[config.mk]
export PLATFORM = sky130hd
export DESIGN_NAME = cdc_tx_queue
export DESIGN_NICKNAME = d
export VERILOG_FILES = /design/src/rtl/cdc_tx_queue.sv
export SDC_FILE = /design/constraint.sdc
export NUM_CORES = 1
export LEC_CHECK = 0
export ABC_AREA = 0
export ABC_CLOCK_PERIOD_IN_PS = 6900
export CORE_MARGIN = 10
export CORE_UTILIZATION = 52
export CTS_CLUSTER_SIZE = 12
export DETAILED_ROUTE_END_ITERATION = 10
export PLACE_DENSITY = 0.78
export SKIP_LAST_GASP = 1
export SYNTH_ARGS = -nofsm -noshare
export SYNTH_HDL_FRONTEND = slang
export SYNTH_SLANG_ARGS = --single-unit
[constraint.sdc]
create_clock -name clk -period 6.9 [get_ports clk]
set_input_delay 2.07 -clock clk [delete_from_list [all_inputs] [get_ports clk]]
set_output_delay 2.07 -clock clk [all_outputs]
set_load 0.01 [all_outputs]
[src/rtl/cdc_tx_queue.sv]
// cdc_tx_queue: source-side staging FIFO feeding a CDC synchronizer, with a programmable idle gap between issued words
module cdc_tx_queue #(
  parameter int DATA_WIDTH = 8,
  parameter int DEPTH      = 4,
  parameter int MIN_GAP    = 0
) (
  input  logic                       clk,
  input  logic                       rst,
  input  logic                       flush,
  input  logic [DATA_WIDTH-1:0]      in_data,
  input  logic                       in_valid,
  output logic                       in_ready,
  output logic [DATA_WIDTH-1:0]      out_data,
  output logic                       out_valid,
  input  logic                       out_ready,
  output logic [$clog2(DEPTH):0]     level
);
  localparam int AW = $clog2(DEPTH);
  localparam int PW = AW + 1;
  localparam int GW = MIN_GAP > 0 ? $clog2(MIN_GAP + 1) : 1;
  typedef enum logic {ISSUE, GAP} state_t;
  state_t state, state_nxt;
  logic [GW-1:0] gap_cnt, gap_nxt;
  logic [PW-1:0] wr_ptr, rd_ptr;
  logic [DATA_WIDTH-1:0] mem [DEPTH];
  logic full, empty, push, pop;
  assign full      = (wr_ptr[AW] != rd_ptr[AW]) && (wr_ptr[AW-1:0] == rd_ptr[AW-1:0]);
  assign empty     = wr_ptr == rd_ptr;
  assign in_ready  = !full;
  assign out_valid = !empty && (state == ISSUE);
  assign out_data  = mem[rd_ptr[AW-1:0]];
  assign push      = in_valid && in_ready;
  assign pop       = out_valid && out_ready;
  assign level     = wr_ptr - rd_ptr;
  always_comb begin
    state_nxt = state;
    gap_nxt   = gap_cnt;
    if (state == ISSUE) begin
      if (pop && MIN_GAP > 0) begin
        state_nxt = GAP;
        gap_nxt   = GW'(MIN_GAP);
      end
    end else begin
      gap_nxt   = gap_cnt - GW'(1);
      state_nxt = gap_cnt == GW'(1) ? ISSUE : GAP;
    end
  end
  always_ff @(posedge clk) begin
    if (rst || flush) begin
      wr_ptr  <= '0;
      rd_ptr  <= '0;
      gap_cnt <= '0;
      state   <= ISSUE;
    end else begin
      wr_ptr  <= wr_ptr + PW'(push);
      rd_ptr  <= rd_ptr + PW'(pop);
      gap_cnt <= gap_nxt;
      state   <= state_nxt;
    end
  end
  always_ff @(posedge clk)
    if (push && !rst && !flush) mem[wr_ptr[AW-1:0]] <= in_data;
endmodule

# After elaboration in Yosys (flattened, before gate mapping)

Memories as Yosys holds them, arrays and structs flattened. A register that Yosys moved wholly into a read port is not among the register bits.
Index checks and enable logic that the tools add are counted.

Bits in registers: 8
Bits in writable memories: 32
Input bits: 13
Output and inout port bits: 13
Memories kept: 1

Add/sub/neg operators: 4
Equal/unequal tests: 3
Mux-type cells: 4
Bitwise logic cells: 1
Reduce and logical (&&, ||, !) cells: 12

Memory list:

| memory | words | width | read ports | clocked after Yosys merged registers in | write ports | line | source |
|---|---|---|---|---|---|---|---|
| mem    | 4     | 8     | 1          | 1                                       | 1           | 25   | `logic [DATA_WIDTH-1:0] mem [DEPTH];` |

Operator list:

| kind                                    | number |
|---|---|
| 3-bit by 1-bit adder with 3-bit output  | 2 |
| 1-bit logical AND                       | 6 |
| 1-bit zero test                         | 4 |
| 3-bit == test                           | 1 |
| 1-bit two-way mux                       | 3 |
| 3-bit subtractor                        | 1 |
| 2-bit == test                           | 1 |
| 2-bit two-way mux                       | 1 |
| 2-bit OR reduction                      | 1 |
| 1-bit logical OR                        | 1 |
| 1-bit != test                           | 1 |
| 1-bit inverter                          | 1 |
| 1-bit subtractor, second input constant | 1 |

# Logic depth before layout (Yosys ltp)

Gate-level depths: netlist of run 1.

Depth in word-level cells: 8
Depth in mapped cells: 9
Gate-level depth less buffers: 7

# Worst setup path after synthesis of run 1

Ideal clock, no wire load.

Kind: input to register
Start: in rst
End: mem mem[0][0] (enable)
Data arrival time: 3,350 ps
Data required time: 6,511 ps
Path slack: 3,161 ps
Stages on the path: 2
Cell sequence: or4b_4 -> a311oi_1

Longest elaborated chain between the ends: 5

RTL lines:

| item                                    | line | source |
|---|---|---|
| from (decl)                             | 8    | `input logic rst,` |
| 1-bit zero test                         | 62   | `if (push && !rst && !flush) mem[wr_ptr[AW-1:0]] <= in_data;` |
| 1-bit logical AND (2 in series)         | 62   |  |
| 1-bit two-way mux                       | 62   |  |
| 1-bit two-way mux (not written as such) | 62   |  |
| to (decl)                               | 25   |  |

No other way between the ends.

# Worst setup path in the final report of run 1

Start: reg rd_ptr[0]
End: out level[1]

Longest elaborated chain between the ends: 1

RTL lines:

| item                   | line | source |
|---|---|---|
| from (decl)            | 24   | `logic [PW-1:0] wr_ptr, rd_ptr;` |
| from (signal assigned) | 56   | `rd_ptr <= rd_ptr + PW'(pop);` |
| 3-bit subtractor       | 34   | `assign level = wr_ptr - rd_ptr;` |
| to (decl)              | 16   | `output logic [$clog2(DEPTH):0] level` |

No other way between the ends.

==> results of run 1 <==
power by group:
part           switching [mW]  internal [mW]  total [mW]
logic                  0.0119         0.0169      0.0288
clock network          0.0690         0.0375       0.107
registers             0.00177          0.262       0.264
final cells by class:
type | instances | area share (%)
tap | 44 | 2.76
sequential | 40 | 56.2
multi-input combinational | 40 | 23.4
clock inverter | 1 | 0.251
timing repair buffer | 29 | 14.0
clock buffer | 6 | 2.07
inverter | 7 | 1.32
cell usage after synthesis:
cell / n
mux4_2: 8
nor3_1: 3
buf_1: 1
nor4b_1: 1
a31oi_1: 2
dfxtp_1: 8
ha_1: 6
edfxtp_1: 32
xor2_1: 1
nand3_1: 1
and2_1: 4
nand4bb_1: 1
inv_1: 7
buf_2: 1
xnor2_1: 5
nor2_1: 1
a311oi_1: 5
or4b_4: 1
fa_1: 1
clkbuf_1: 2
worst max-delay path, stage by stage (launching register included):
cell	delay (ns)
dfxtp_1	0.75
ha_1	0.29
fa_1	0.41
inv_1	0.07
clkdlybuf4s50_1	0.53
how the worst min path moves through the flow:
| stage | startpoint | to | slack [ns] | depth (start not counted) |
|---|---|---|---|---|
| after floorplan | gap_cnt | state | 0.42 | 1 |
| after global placement | gap_cnt | state | 0.43 | 1 |
| after detailed placement | gap_cnt | state | 0.44 | 1 |
| after CTS | gap_cnt | state | 0.45 | 1 |
| after global routing | gap_cnt | state | 0.48 | 1 |
| final | gap_cnt | state | 0.45 | 1 |
flip-flops by register name, summed over array words and instances (netlist names):
name,flops
mem,32
rd_ptr,3
wr_ptr,3
gap_cnt,1
state,1
kinds of logic (layout without fill, tap and decap cells):
logic type | after synthesis | in the layout | synth area share [%]
AO/OA/AOI/OAI | 7 | 7 | 3.45
XOR/XNOR | 6 | 6 | 3.22
adder cells (fa/ha/maj) | 7 | 7 | 5.83
buffers and inverters | 11 | 43 | 2.61
flip-flops | 40 | 40 | 68.8
multiplexers | 8 | 8 | 11.1
AND/OR/NAND/NOR | 12 | 12 | 5.06
per-layer routing:
layer / share of wire [%] / up-vias
met5: 0 / -
met4: 2.4 / 0
met3: 5.4 / 8
met2: 51 / 26
met1: 42 / 429
li1: - / 419
placed cells by master (no fill, tap or decap), types with 4 or more instances in the layout:
| master | n |
|---|---|
| dfxtp_1 | 8 |
| mux4_2 | 8 |
| clkdlybuf4s50_1 | 25 |
| xnor2_1 | 5 |
| buf_4 | 4 |
| and2_1 | 4 |
| a311oi_1 | 5 |
| inv_1 | 7 |
| ha_1 | 6 |
| clkbuf_4 | 5 |
| edfxtp_1 | 32 |
per-stage QoR:
stage               hold WS, ns  instance area [µm²]  util [%]  std cells  total power [mW]
floorplan                 0.418                 1630         -         91             0.280
global placement          0.434                 1950      64.4        160             0.298
detailed placement        0.439                 1950      64.4        160             0.299
CTS                       0.455                 2000      65.9        167             0.405
global route              0.479                 2000      65.9        167             0.413
finish                    0.451                 2000      65.9        167             0.399
==> results.toml, run 1 <==
[outcome]
run_status = "completed"

[synthesis]
yosys.area.top_type = "edfxtp_1"
synth_warnings = 0
synth_area_mm2 = 0.00163
ys_types = 20
ys_seq_area_share_pct = 68.8
synth_seq_cells = 40
syn-instance-count = 91
syn-num-nets = 111
synthTopCellsByArea = "edfxtp_1 59%, mux4_2 11%, dfxtp_1 9.8%"
synth.avg_cell_area_um2 = 17.9
synth_top_area_share_pct = 58.9

[worst_setup_path]
crit_type = "register to output port"
endpoint = "level[1]"
startpoint = "rd_ptr[0]"
reg2reg_from = "rd_ptr[1]"
r2r_end = "mem[1][6]"
startpoint_type = "register"
critPathCaptureType = "output port"
arrival_ns = 2.39
required_ns = 4.83
critPathMaxFanout = 10
ff2ff_setup_slack_ns = 4.44
ff2ff_path_depth = 4

[clocking]
ctsRootBufferMaster = "clkbuf_4"
cts.path.max_buffers = 2
cts_tree = "built"
worstSkewPairLatency_ns = 0.34
hold_buffers = 0
clkSinkCount = 40
clk_pin_slew_ns = 0.11
post_cts_buffers = 0
cts_made_buffers = 5
cts_resized = 0
cts_htree_levels = 2

[finish]
layout.nets = 143
areaGrowthSynthToFinish_pct = 22.4
drive_above_1_share_pct = 15.4
fillers = 234
seq_area_mm2 = 0.00112
multi_input_area_um2 = 467
diodes = 0

[route]
remaining_drc_errors = 0
firstDrtPassIters = 4
routedWlPerCell_um = 17.3
drt-initial-drc-count = 85
via_per_inst = 5.28
drt_wl_total_um = 2890
vias = 882
antenna_left = 0

[floorplan]
start_util_pct = 53.8
dieArea_mm2 = 0.00578
core_area_mm2 = 0.00303
row_count = 20
ios = 26
dieWidth_um = 76.0
die_h_um = 76.0

[grt]
grt_util_met2_pct = 17.1
grt_max_degree = 12
grt_pass1_wl_um = 4690
met1_usage_pct = 10.6
antenna_found_initial = 0
grt_pass1_vias = 944
grt-busiest-layer = "met2"
track_usage_pct = 10.2
globalRouteOverflowTotal = 0
use_met3_pct = 4.48

[min_path]
hold_class = "register to register"

[timing]
skew_ns = 0.00779
hold_viol_final = 0
period_minus_slack_ns = 4.46
tns_ns = 0
fmax_ghz = 0.224
rsz0062_at_grt = "false"
finalCritPeriodShare_pct = 64.6
layout_setup_ws_ns = 2.44
maxSlewHeadroom_pct = 48.9
slew_viol_final = 0
worst_pin_slew_ns = 0.762
setup_violations = 0

[placed_design]
preCtsSetupSlack_ns = 2.61
gp_congestion = 0.718
hpwl_um = 2170
port-buffer-count = 25

[run]
maxCapViolCount = 0

[power_and_ir_drop]
ir_drop_uv = 143
p_leak_nw = 0.679
power.density_mw_per_mm2 = 200
No activity file was read; power rests on OpenSTA's default activity.
==> inputs of run 2 (changes only) <==
--- a/config.mk
+++ b/config.mk
@@ -6,7 +6,7 @@
 export NUM_CORES = 1
 export LEC_CHECK = 0
 export ABC_AREA = 0
-export ABC_CLOCK_PERIOD_IN_PS = 6900
+export ABC_CLOCK_PERIOD_IN_PS = 4500
 export CORE_MARGIN = 10
 export CORE_UTILIZATION = 52
 export CTS_CLUSTER_SIZE = 12
==> constraint.sdc (replaced) <==
create_clock -name clk -period 4.5 [get_ports clk]
set_input_delay 1.35 -clock clk [delete_from_list [all_inputs] [get_ports clk]]
set_output_delay 1.35 -clock clk [all_outputs]
set_load 0.01 [all_outputs]
==> run 2 against run 1 <==
Flip-flop and latch count stayed put. Register-to-register slack worse by 2.4 ns. Via count is 0.11% higher. Worst hold slack hardly changed. Global-route usage is 0.34 points higher. Critical path depth stayed put. First-iteration DRC count is 47% lower. Clock skew is 0.0045 ns higher. Critical path type unchanged.
==> results.toml, run 2 (synthesis results as in run 1) <==
[worst_setup_path]
reg2reg_from = "rd_ptr[1]"
required_ns = 3.15
critPathMaxFanout = 11
slowest_stage = "dfxtp_1"
crit_type = "register to output port"
r2r_end = "mem[2][7]"
arrival_ns = 2.26
critPathTopFamily = "flip-flops"
startpoint_type = "register"
worstPathCellList = "inv_1, ha_1, a31oi_1, clkdlybuf4s50_1"
critPathMaxStageDelay_ns = 0.67
ff2ff_setup_slack_ns = 2.09
path_buf_inv = 2
critPathCaptureType = "output port"
ff2ff_path_depth = 4

[route]
drt-initial-drc-count = 45
remaining_drc_errors = 0
firstDrtPassIters = 4
routedWlPerCell_um = 16.9
antenna_left = 0
via_per_inst = 5.16
vias = 883
drt_wl_total_um = 2880

[floorplan]
start_util_pct = 53.8
die_h_um = 76.0
dieWidth_um = 76.0
dieArea_mm2 = 0.00578
ios = 26
row_count = 20
core_area_mm2 = 0.00303

[timing]
setup_violations = 0
finalCritPeriodShare_pct = 80.1
fmax_ghz = 0.277
tns_ns = 0
worst_pin_slew_ns = 0.738
maxSlewHeadroom_pct = 50.5
period_minus_slack_ns = 3.61
slew_viol_final = 0
skew_ns = 0.0123
hold_viol_final = 0
rsz0062_at_grt = "false"

[clocking]
cts_made_buffers = 5
post_cts_buffers = 0
cts_htree_levels = 2
hold_buffers = 0
cts.path.max_buffers = 2
worstSkewPairLatency_ns = 0.34
ctsRootBufferMaster = "clkbuf_4"
clk_pin_slew_ns = 0.11
clkSinkCount = 40
cts_tree = "built"
cts_resized = 0

[outcome]
run_status = "completed"

[min_path]
whs_endpoint = "state"
whs_path_depth = 1
worstHoldStart = "gap_cnt"
hold_class = "register to register"

[placed_design]
port-buffer-count = 25
hpwl_um = 2300
gp_congestion = 0.766
dpl.cell_count = 163

[grt]
grt_pass1_wl_um = 4780
grt_max_degree = 13
antenna_found_initial = 0
track_usage_pct = 10.6
globalRouteOverflowTotal = 0
grt_pass1_vias = 967

[finish]
layout.nets = 146
final_common_cell = "edfxtp_1"
fin_cells = 171
drive_above_1_share_pct = 17.3
fillers = 223
diodes = 0
largest_reg_flops = 32
layout_common_cells = "32 x edfxtp_1, 25 x clkdlybuf4s50_1, 8 x mux4_2, 8 x dfxtp_1"
areaGrowthSynthToFinish_pct = 24.0

[power_and_ir_drop]
power.density_mw_per_mm2 = 304
switching_share_pct = 20.3
combPwrFrac_pct = 7.3
power.share.clock_pct = 26.8
p_int_mw = 0.490
switchingPower_mw = 0.125
pwr-share-seq_pct = 65.9
power_mw = 0.614
p_leak_nw = 0.697
ir_drop_uv = 206

[run]
maxCapViolCount = 0
## run 2: cell count changes in the layout (fill, tap and decap cells not counted)
| cell | previous run | this run |
|---|---|---|
| buf_4 | 4 | 7 |
| clkbuf_1 | 1 | 2 |
## run 2: worst max-delay path by stage
stage / startpoint / endpoint / slack [ns] / cells past startpoint
floorplan: rst / mem[0][0] / 1.48 / 2
global placement: rst / mem[2][3] / 0.99 / 4
detailed placement: rst / mem[2][7] / 0.85 / 4
CTS: rd_ptr[1] / out_valid / 0.84 / 4
global route: rd_ptr[1] / out_valid / 0.71 / 4
finish: rd_ptr[1] / out_valid / 0.89 / 4
## run 2: cell type report
cell class | count | area [µm²] | share of cell area (%)
Clock buffer | 7 | 45.0 | 2.23
Tap cell | 44 | 55.1 | 2.72
Sequential cell | 40 | 1120 | 55.4
Clock inverter | 1 | 5.00 | 0.248
Timing Repair Buffer | 32 | 303 | 15.0
Multi-Input combinational cell | 40 | 467 | 23.1
Inverter | 7 | 26.3 | 1.30
## run 2: power groups by stage
stage / clock, mW / combinational (mW) / sequential (mW)
floorplan: 0 / 0.0170 / 0.412
global placement: 0 / 0.0440 / 0.413
detailed placement: 0 / 0.0455 / 0.413
CTS: 0.171 / 0.0457 / 0.405
global route: 0.184 / 0.0492 / 0.405
finish: 0.165 / 0.0448 / 0.404
## run 2: per-layer routing
metal  wire length (µm)  vias to the layer above  track usage, %
met5                  0                        -               0
met3                131                        5            4.25
li1                   -                      427               -
met2               1590                       24            18.7
met4                 36                        0            4.55
met1               1130                      427            10.7
## run 2: through the flow
step           hold slack (ns)  area (µm²)  setup WS, ns  util [%]
2_1_floorplan            0.418        1630          1.48         -
3_3_place_gp             0.439        1970         0.987      65.1
3_5_place_dp             0.439        1970         0.851      65.1
4_1_cts                  0.453        2020         0.845      66.8
5_1_grt                  0.483        2020         0.713      66.8
6_report                 0.451        2020         0.895      66.8
